File: src/rtl/uart_arb_pkg.sv
// Shared types and helpers for the UART transmit arbiter.
package uart_arb_pkg;

   typedef enum logic {
      IDLE = 1'b0,
      LOCK = 1'b1
   } arb_state_e;

   localparam int BYTE_W = 8;

   function automatic int idx_w(input int n);
      return $clog2(n);
   endfunction

endpackage

File: src/rtl/uart_tx_arbiter_if.sv
// Requester-side and UART-side signals of the transmit arbiter, plus grant/status observation.
// Handshake: a byte moves on a rising edge where valid and ready are both 1; valid never waits on ready.
interface uart_tx_arbiter_if
   import uart_arb_pkg::*;
#(
   parameter int NREQ = 4
);
   localparam int IW = idx_w(NREQ);

   logic [NREQ-1:0]        req_valid;
   logic [NREQ*BYTE_W-1:0] req_bits;
   logic [NREQ-1:0]        req_last;
   logic [NREQ-1:0]        req_ready;
   logic                   enq_valid;
   logic [BYTE_W-1:0]      enq_bits;
   logic                   enq_ready;
   logic [IW-1:0]          grant_id;
   logic                   busy;
   logic                   timeout_err;
   arb_state_e             state;

   modport master (
      input  req_valid, req_bits, req_last, enq_ready,
      output req_ready, enq_valid, enq_bits, grant_id, busy, timeout_err, state
   );

   modport slave (
      output req_valid, req_bits, req_last, enq_ready,
      input  req_ready, enq_valid, enq_bits, grant_id, busy, timeout_err, state
   );

endinterface

File: src/rtl/rr_pick.sv
// Round-robin selector: first set request strictly after index `last`, wrapping modulo NREQ.
module rr_pick
   import uart_arb_pkg::*;
#(
   parameter int NREQ = 4,
   localparam int IW = idx_w(NREQ)
) (
   input  logic [NREQ-1:0] req,
   input  logic [IW-1:0]   last,
   output logic            any,
   output logic [IW-1:0]   sel
);

   // Walk from the farthest candidate back to the nearest so the nearest one wins.
   always_comb begin
      any = |req;
      sel = '0;
      for (int k = NREQ; k >= 1; k--) begin
         if (req[(int'(last) + k) % NREQ]) begin
            sel = IW'((int'(last) + k) % NREQ);
         end
      end
   end

endmodule

File: src/rtl/uart_tx_arbiter.sv
// Packet-locked round-robin arbiter sharing one UART transmit byte port among NREQ requesters.
// Define UART_ARB_TIMEOUT_EN to release a stalled packet owner after TIMEOUT idle cycles.
module uart_tx_arbiter
   import uart_arb_pkg::*;
#(
   parameter int NREQ    = 4,
   parameter int TIMEOUT = 4096
) (
   input logic               clk,
   input logic               reset,
   uart_tx_arbiter_if.master bus
);
   localparam int IW = idx_w(NREQ);

   arb_state_e        state_q, state_d;
   logic [IW-1:0]     grant_q, grant_d;
   logic [IW-1:0]     last_grant_q, last_grant_d;
   logic              pick_any;
   logic [IW-1:0]     pick_sel;
   logic              owner_valid;
   logic              owner_last;
   logic [BYTE_W-1:0] owner_bits;
   logic              beat;
   logic              release_to;

   rr_pick #(.NREQ(NREQ)) u_pick (
      .req  (bus.req_valid),
      .last (last_grant_q),
      .any  (pick_any),
      .sel  (pick_sel)
   );

   assign owner_valid = bus.req_valid[grant_q];
   assign owner_last  = bus.req_last[grant_q];
   assign owner_bits  = bus.req_bits[int'(grant_q)*BYTE_W +: BYTE_W];
   assign beat        = (state_q == LOCK) && owner_valid && bus.enq_ready;

   always_ff @(posedge clk or negedge reset) begin
      if (!reset) begin
         state_q      <= IDLE;
         grant_q      <= '0;
         last_grant_q <= IW'(NREQ - 1);
      end else begin
         state_q      <= state_d;
         grant_q      <= grant_d;
         last_grant_q <= last_grant_d;
      end
   end

   always_comb begin
      state_d      = state_q;
      grant_d      = grant_q;
      last_grant_d = last_grant_q;
      case (state_q)
         IDLE: begin
            if (pick_any) begin
               state_d = LOCK;
               grant_d = pick_sel;
            end
         end
         LOCK: begin
            if ((beat && owner_last) || release_to) begin
               state_d      = IDLE;
               last_grant_d = grant_q;
            end
         end
         default: state_d = IDLE;
      endcase
   end

   // Owner is wired straight through in LOCK; the transmitter never sees stale or X data.
   always_comb begin
      bus.req_ready = '0;
      bus.enq_valid = 1'b0;
      bus.enq_bits  = '0;
      if (state_q == LOCK) begin
         bus.enq_valid          = owner_valid;
         bus.enq_bits           = owner_valid ? owner_bits : '0;
         bus.req_ready[grant_q] = bus.enq_ready;
      end
   end

   assign bus.busy     = (state_q == LOCK);
   assign bus.grant_id = grant_q;
   assign bus.state    = state_q;

`ifdef UART_ARB_TIMEOUT_EN
   localparam int CW = $clog2(TIMEOUT + 1);

   logic [CW-1:0] idle_cnt_q, idle_cnt_d;
   logic          timeout_err_q;

   // A beat in the cycle the count would reach TIMEOUT clears it instead of releasing.
   always_comb begin
      idle_cnt_d = idle_cnt_q;
      release_to = 1'b0;
      if (state_q != LOCK || beat) begin
         idle_cnt_d = '0;
      end else if (idle_cnt_q == CW'(TIMEOUT - 1)) begin
         idle_cnt_d = '0;
         release_to = 1'b1;
      end else begin
         idle_cnt_d = idle_cnt_q + 1'b1;
      end
   end

   always_ff @(posedge clk or negedge reset) begin
      if (!reset) begin
         idle_cnt_q    <= '0;
         timeout_err_q <= 1'b0;
      end else begin
         idle_cnt_q    <= idle_cnt_d;
         timeout_err_q <= release_to;
      end
   end

   assign bus.timeout_err = timeout_err_q;
`else
   logic unused_cfg;

   assign release_to      = 1'b0;
   assign bus.timeout_err = 1'b0;
   assign unused_cfg      = (TIMEOUT > 0);
`endif

endmodule
File: src/flat_wrapper.sv
// flat-port wrapper written by rule: the top's interface ports become plain ports
module uart_tx_arbiter_flat import uart_arb_pkg::*;
#(
   parameter int NREQ    = 4,
   parameter int TIMEOUT = 4096
)
  (clk, reset, bus_req_valid, bus_req_bits, bus_req_last, bus_enq_ready, bus_req_ready, bus_enq_valid, bus_enq_bits, bus_grant_id, bus_busy, bus_timeout_err, bus_state);
  uart_tx_arbiter_if #(.NREQ(NREQ)) bus_i ();
  input logic clk;
  input logic reset;
  input wire logic [$bits(bus_i.req_valid)-1:0] bus_req_valid;
  input wire logic [$bits(bus_i.req_bits)-1:0] bus_req_bits;
  input wire logic [$bits(bus_i.req_last)-1:0] bus_req_last;
  input wire logic [$bits(bus_i.enq_ready)-1:0] bus_enq_ready;
  output wire logic [$bits(bus_i.req_ready)-1:0] bus_req_ready;
  output wire logic [$bits(bus_i.enq_valid)-1:0] bus_enq_valid;
  output wire logic [$bits(bus_i.enq_bits)-1:0] bus_enq_bits;
  output wire logic [$bits(bus_i.grant_id)-1:0] bus_grant_id;
  output wire logic [$bits(bus_i.busy)-1:0] bus_busy;
  output wire logic [$bits(bus_i.timeout_err)-1:0] bus_timeout_err;
  output wire logic [$bits(bus_i.state)-1:0] bus_state;
  assign bus_i.req_valid = bus_req_valid;
  assign bus_i.req_bits = bus_req_bits;
  assign bus_i.req_last = bus_req_last;
  assign bus_i.enq_ready = bus_enq_ready;
  assign bus_req_ready = bus_i.req_ready;
  assign bus_enq_valid = bus_i.enq_valid;
  assign bus_enq_bits = bus_i.enq_bits;
  assign bus_grant_id = bus_i.grant_id;
  assign bus_busy = bus_i.busy;
  assign bus_timeout_err = bus_i.timeout_err;
  assign bus_state = bus_i.state;
  uart_tx_arbiter #(.NREQ(NREQ), .TIMEOUT(TIMEOUT)) u_core (.clk(clk), .reset(reset), .bus(bus_i));
endmodule
File: config.mk
export PLATFORM = sky130hd
export DESIGN_NAME = uart_tx_arbiter_flat
export DESIGN_NICKNAME = d
export VERILOG_FILES = /design/src/rtl/uart_arb_pkg.sv /design/src/rtl/uart_tx_arbiter_if.sv /design/src/rtl/rr_pick.sv /design/src/rtl/uart_tx_arbiter.sv /design/src/flat_wrapper.sv
export SDC_FILE = /design/constraint.sdc
export NUM_CORES = 1
export LEC_CHECK = 0
export ABC_AREA = 1
export CORE_MARGIN = 2
export CORE_UTILIZATION = 34
export DETAILED_ROUTE_END_ITERATION = 8
export PLACE_DENSITY = 0.77
export SLEW_MARGIN = 20
export SYNTH_ARGS = -nofsm -noshare
export SYNTH_HDL_FRONTEND = slang
export SYNTH_SLANG_ARGS = --single-unit
File: constraint.sdc
create_clock -name clk -period 1.6 [get_ports clk]
set_input_delay 0.32 -clock clk [delete_from_list [all_inputs] [get_ports clk]]
set_output_delay 0.32 -clock clk [all_outputs]
set_load 0.005 [all_outputs]
==> results_dict.tcl <==
set metrics [dict create \
    swShare_pct 44.3 \
    worstPathMaxFanout 5 \
    viasPerCell 4.90 \
    clockBufferDepth 2 \
    syn_area_per_cell_um2 6.62 \
    clock-sinks 5 \
    syn-num-nets 170 \
    dp_hpwl_um 2370 \
    clk_latency_ns 0.24 \
    synthTopCellsByArea "nand2_1, a31oi_2, dfrtp_1, a22oi_1, dfstp_2" \
    drv_slew 0 \
    dieWidth_um 53.7 \
    vias 1221 \
    cp_cell_sequence "buf_6 > nor2_4 > nand2_2 > nand4_4 > nand2_8 > buf_6 > a31oi_2 > buf_2" \
    row_count 18 \
    hold_path.class "in2async" \
    required_ns 1.28 \
    synthCells 127 \
    grt_usage_pct 20.5 \
    start_util_pct 34.9 \
    grt_pass1_wl_um 4390 \
    powerDensity_nw_per_um2 1620 \
    seq_area_frac_synth_pct 15.2 \
    r2r_slack_ns 0.08 \
    dieArea_um2 2890 \
    wl_per_cell_um 12.3 \
    rr_startpoint "u_core.bus.grant_id[0]" \
    max_stage_delay_ns 0.41 \
    grt_pass1_vias 1091 \
    violations "setup timing" \
    start_kind "flop" \
    setup_viol 11 \
    io_pins 61 \
    comb_power_share_pct 85.0 \
    drt_wl_total_um 3070 \
    path_clk_slew_ns 0.05 \
    synth_area_um2 841 \
    dr.pass1.iters 4 \
    drt_iter0_drc 18 \
    path_class "reg2out" \
    cts_tree "done" \
    path_common_cell "buf_6" \
    reg2reg_depth 10 \
    period_share_pct 117 \
    final-instance-count-excl-fill 249 \
    h-tree-depth 1 \
    place_ws_ns -0.560 \
    ys_seq_elements 5 \
    crit_slowest_cell "dfrtp_1" \
    internal_power_mw 1.55 \
    final_nets 263 \
    hold_violations 0 \
    coreArea_um2 2410 \
    power_frac_seq_pct 9.7 \
    synth_cell_types 23 \
    ant_nets 0 \
    outcome "finished with violations" \
    yosys.area.top_type "nand2_1" \
    fillCellCount 193 \
    postCtsHoldBufs 0 \
    fp.dieH_um 53.7 \
    drc 0 \
    fmax_mhz 532 \
    finalPower_mw 2.78 \
    finalClockSkew_ns 0.00434 \
    gp_congestion 0.851 \
    antenna_found_initial 0 \
    endpoint_kind "primary output" \
    ctsRootBufferMaster "clkbuf_4" \
    cp.arrival_ns 1.56 \
    grt_remaining_overflow 0 \
    rsz0062_at_grt "true" \
    ir_worst_vdd_mv 1.14 \
    post-route-util_pct 71.5 \
    diodes 0 \
    postLayoutSetupSlackWorst_ns -0.279 \
    final_layout_size_suffix_gt1_share_pct 37.0 \
    fin_setup_tns_ns -2.47 \
    switchingPower_mw 1.23 \
    yosys_warnings 0 \
    io_buffers 59 \
    min_period_ns 1.88 \
    syn_to_final_growth_pct 105 \
    cts_made_buffers 3 \
    power_leakage_nw 0.832 \
    synth_top_area_share_pct 26.3 \
    pwr-share-clk_pct 5.3 \
    grt_start_max_net_pins 11 \
    cap_violations 0 \
    dp_cells 234 \
    regToRegEndpoint "u_core.bus.busy" \
]
-- worst max-delay path: cells and delay by family (launching register included) --
kind / cells / cell delay [ns]
buffers and inverters: 3 / 0.40
and+or+nand+nor: 4 / 0.39
DFF: 1 / 0.41
AOI/OAI and AO/OA: 1 / 0.12
-- Yosys cell counts (all sizes together) --
master	count
nand2	64
inv	14
a22oi	8
a31oi	8
nand3	8
buf	5
nor2	4
dfrtp	3
nand4	3
nor3	3
o21ai	3
dfstp	2
a41oi	1
conb	1
-- kinds of logic after synthesis --
logic type,count (synthesis),synth area share (%)
other,1,0.446
buffers and inverters,19,12.2
AOI/OAI and AO/OA,20,21.9
and+or+nand+nor,82,50.3
DFF,5,15.2
-- area by class of cell --
| type | instances | area [µm²] | share of cell area [%] |
|---|---|---|---|
| clock buffer | 4 | 26.3 | 1.53 |
| timing repair buffer | 93 | 825 | 47.9 |
| sequential | 5 | 129 | 7.48 |
| inverter | 14 | 60.1 | 3.49 |
| tap | 30 | 37.5 | 2.18 |
| multi-input combinational | 103 | 646 | 37.5 |
-- layer usage --
layer,vias up,routed length [µm],global-route usage [%]
met5,-,0,0
met4,0,38,8.12
met3,6,356,3.61
met2,63,1590,39.8
met1,550,1090,21.2
li1,602,-,-
-- power by group through the flow --
stage               Clock (mW)  Combinational [mW]  Sequential [mW]
floorplan                    0                1.16            0.252
global placement             0                2.06            0.290
detailed placement           0                2.11            0.290
CTS                      0.155                2.26            0.278
global route             0.162                2.59            0.276
finish                   0.148                2.37            0.269
-- registers in the layout (all words and copies together) (netlist names) --
| register | flops |
|---|---|
| u_core.bus.grant_id | 2 |
| u_core.last_grant_q | 2 |
| u_core.bus.busy | 1 |
-- how the worst max path moves through the flow --
stage,start,endpoint,slack [ns],cells after the start
floorplan,u_core.bus.grant_id[0],bus_enq_bits[0],0.08,6
global placement,bus_req_valid[0],bus_enq_bits[1],-0.52,6
detailed placement,bus_req_valid[0],bus_enq_bits[4],-0.56,6
CTS,u_core.bus.grant_id[0],bus_enq_bits[4],-0.30,7
global route,u_core.bus.grant_id[0],bus_enq_bits[0],-0.36,8
finish,u_core.bus.grant_id[0],bus_enq_bits[5],-0.28,8
-- layout by cell type (no fill, tap or decap), drive strengths merged --
cell / instances
nand2: 64
buf: 45
clkdlybuf4s50: 44
inv: 14
a31oi: 8
nand3: 8
a22oi: 8
clkbuf: 5
nor2: 4
nor3: 3
nand4: 3
o21ai: 3
dfrtp: 3
dlymetal6s2s: 2
dfstp: 2
a41oi: 1
conb: 1
dlygate4sd2: 1
-- through the flow --
step	hold slack, ns	instance area (µm²)
6_report	0.285	1720
4_1_cts	0.284	1680
3_3_place_gp	0.506	1610
5_1_grt	0.296	1720
2_1_floorplan	0.0244	841
3_5_place_dp	0.522	1610
-- timing repair --
item / 4_1_cts / 5_1_grt
setup buffers: 7 / 4
endpoints found under the setup margin: 15 / 18
resized for setup: 56 / 12
pin swaps: 3 / 4
Power figures use the tool's default switching activity.
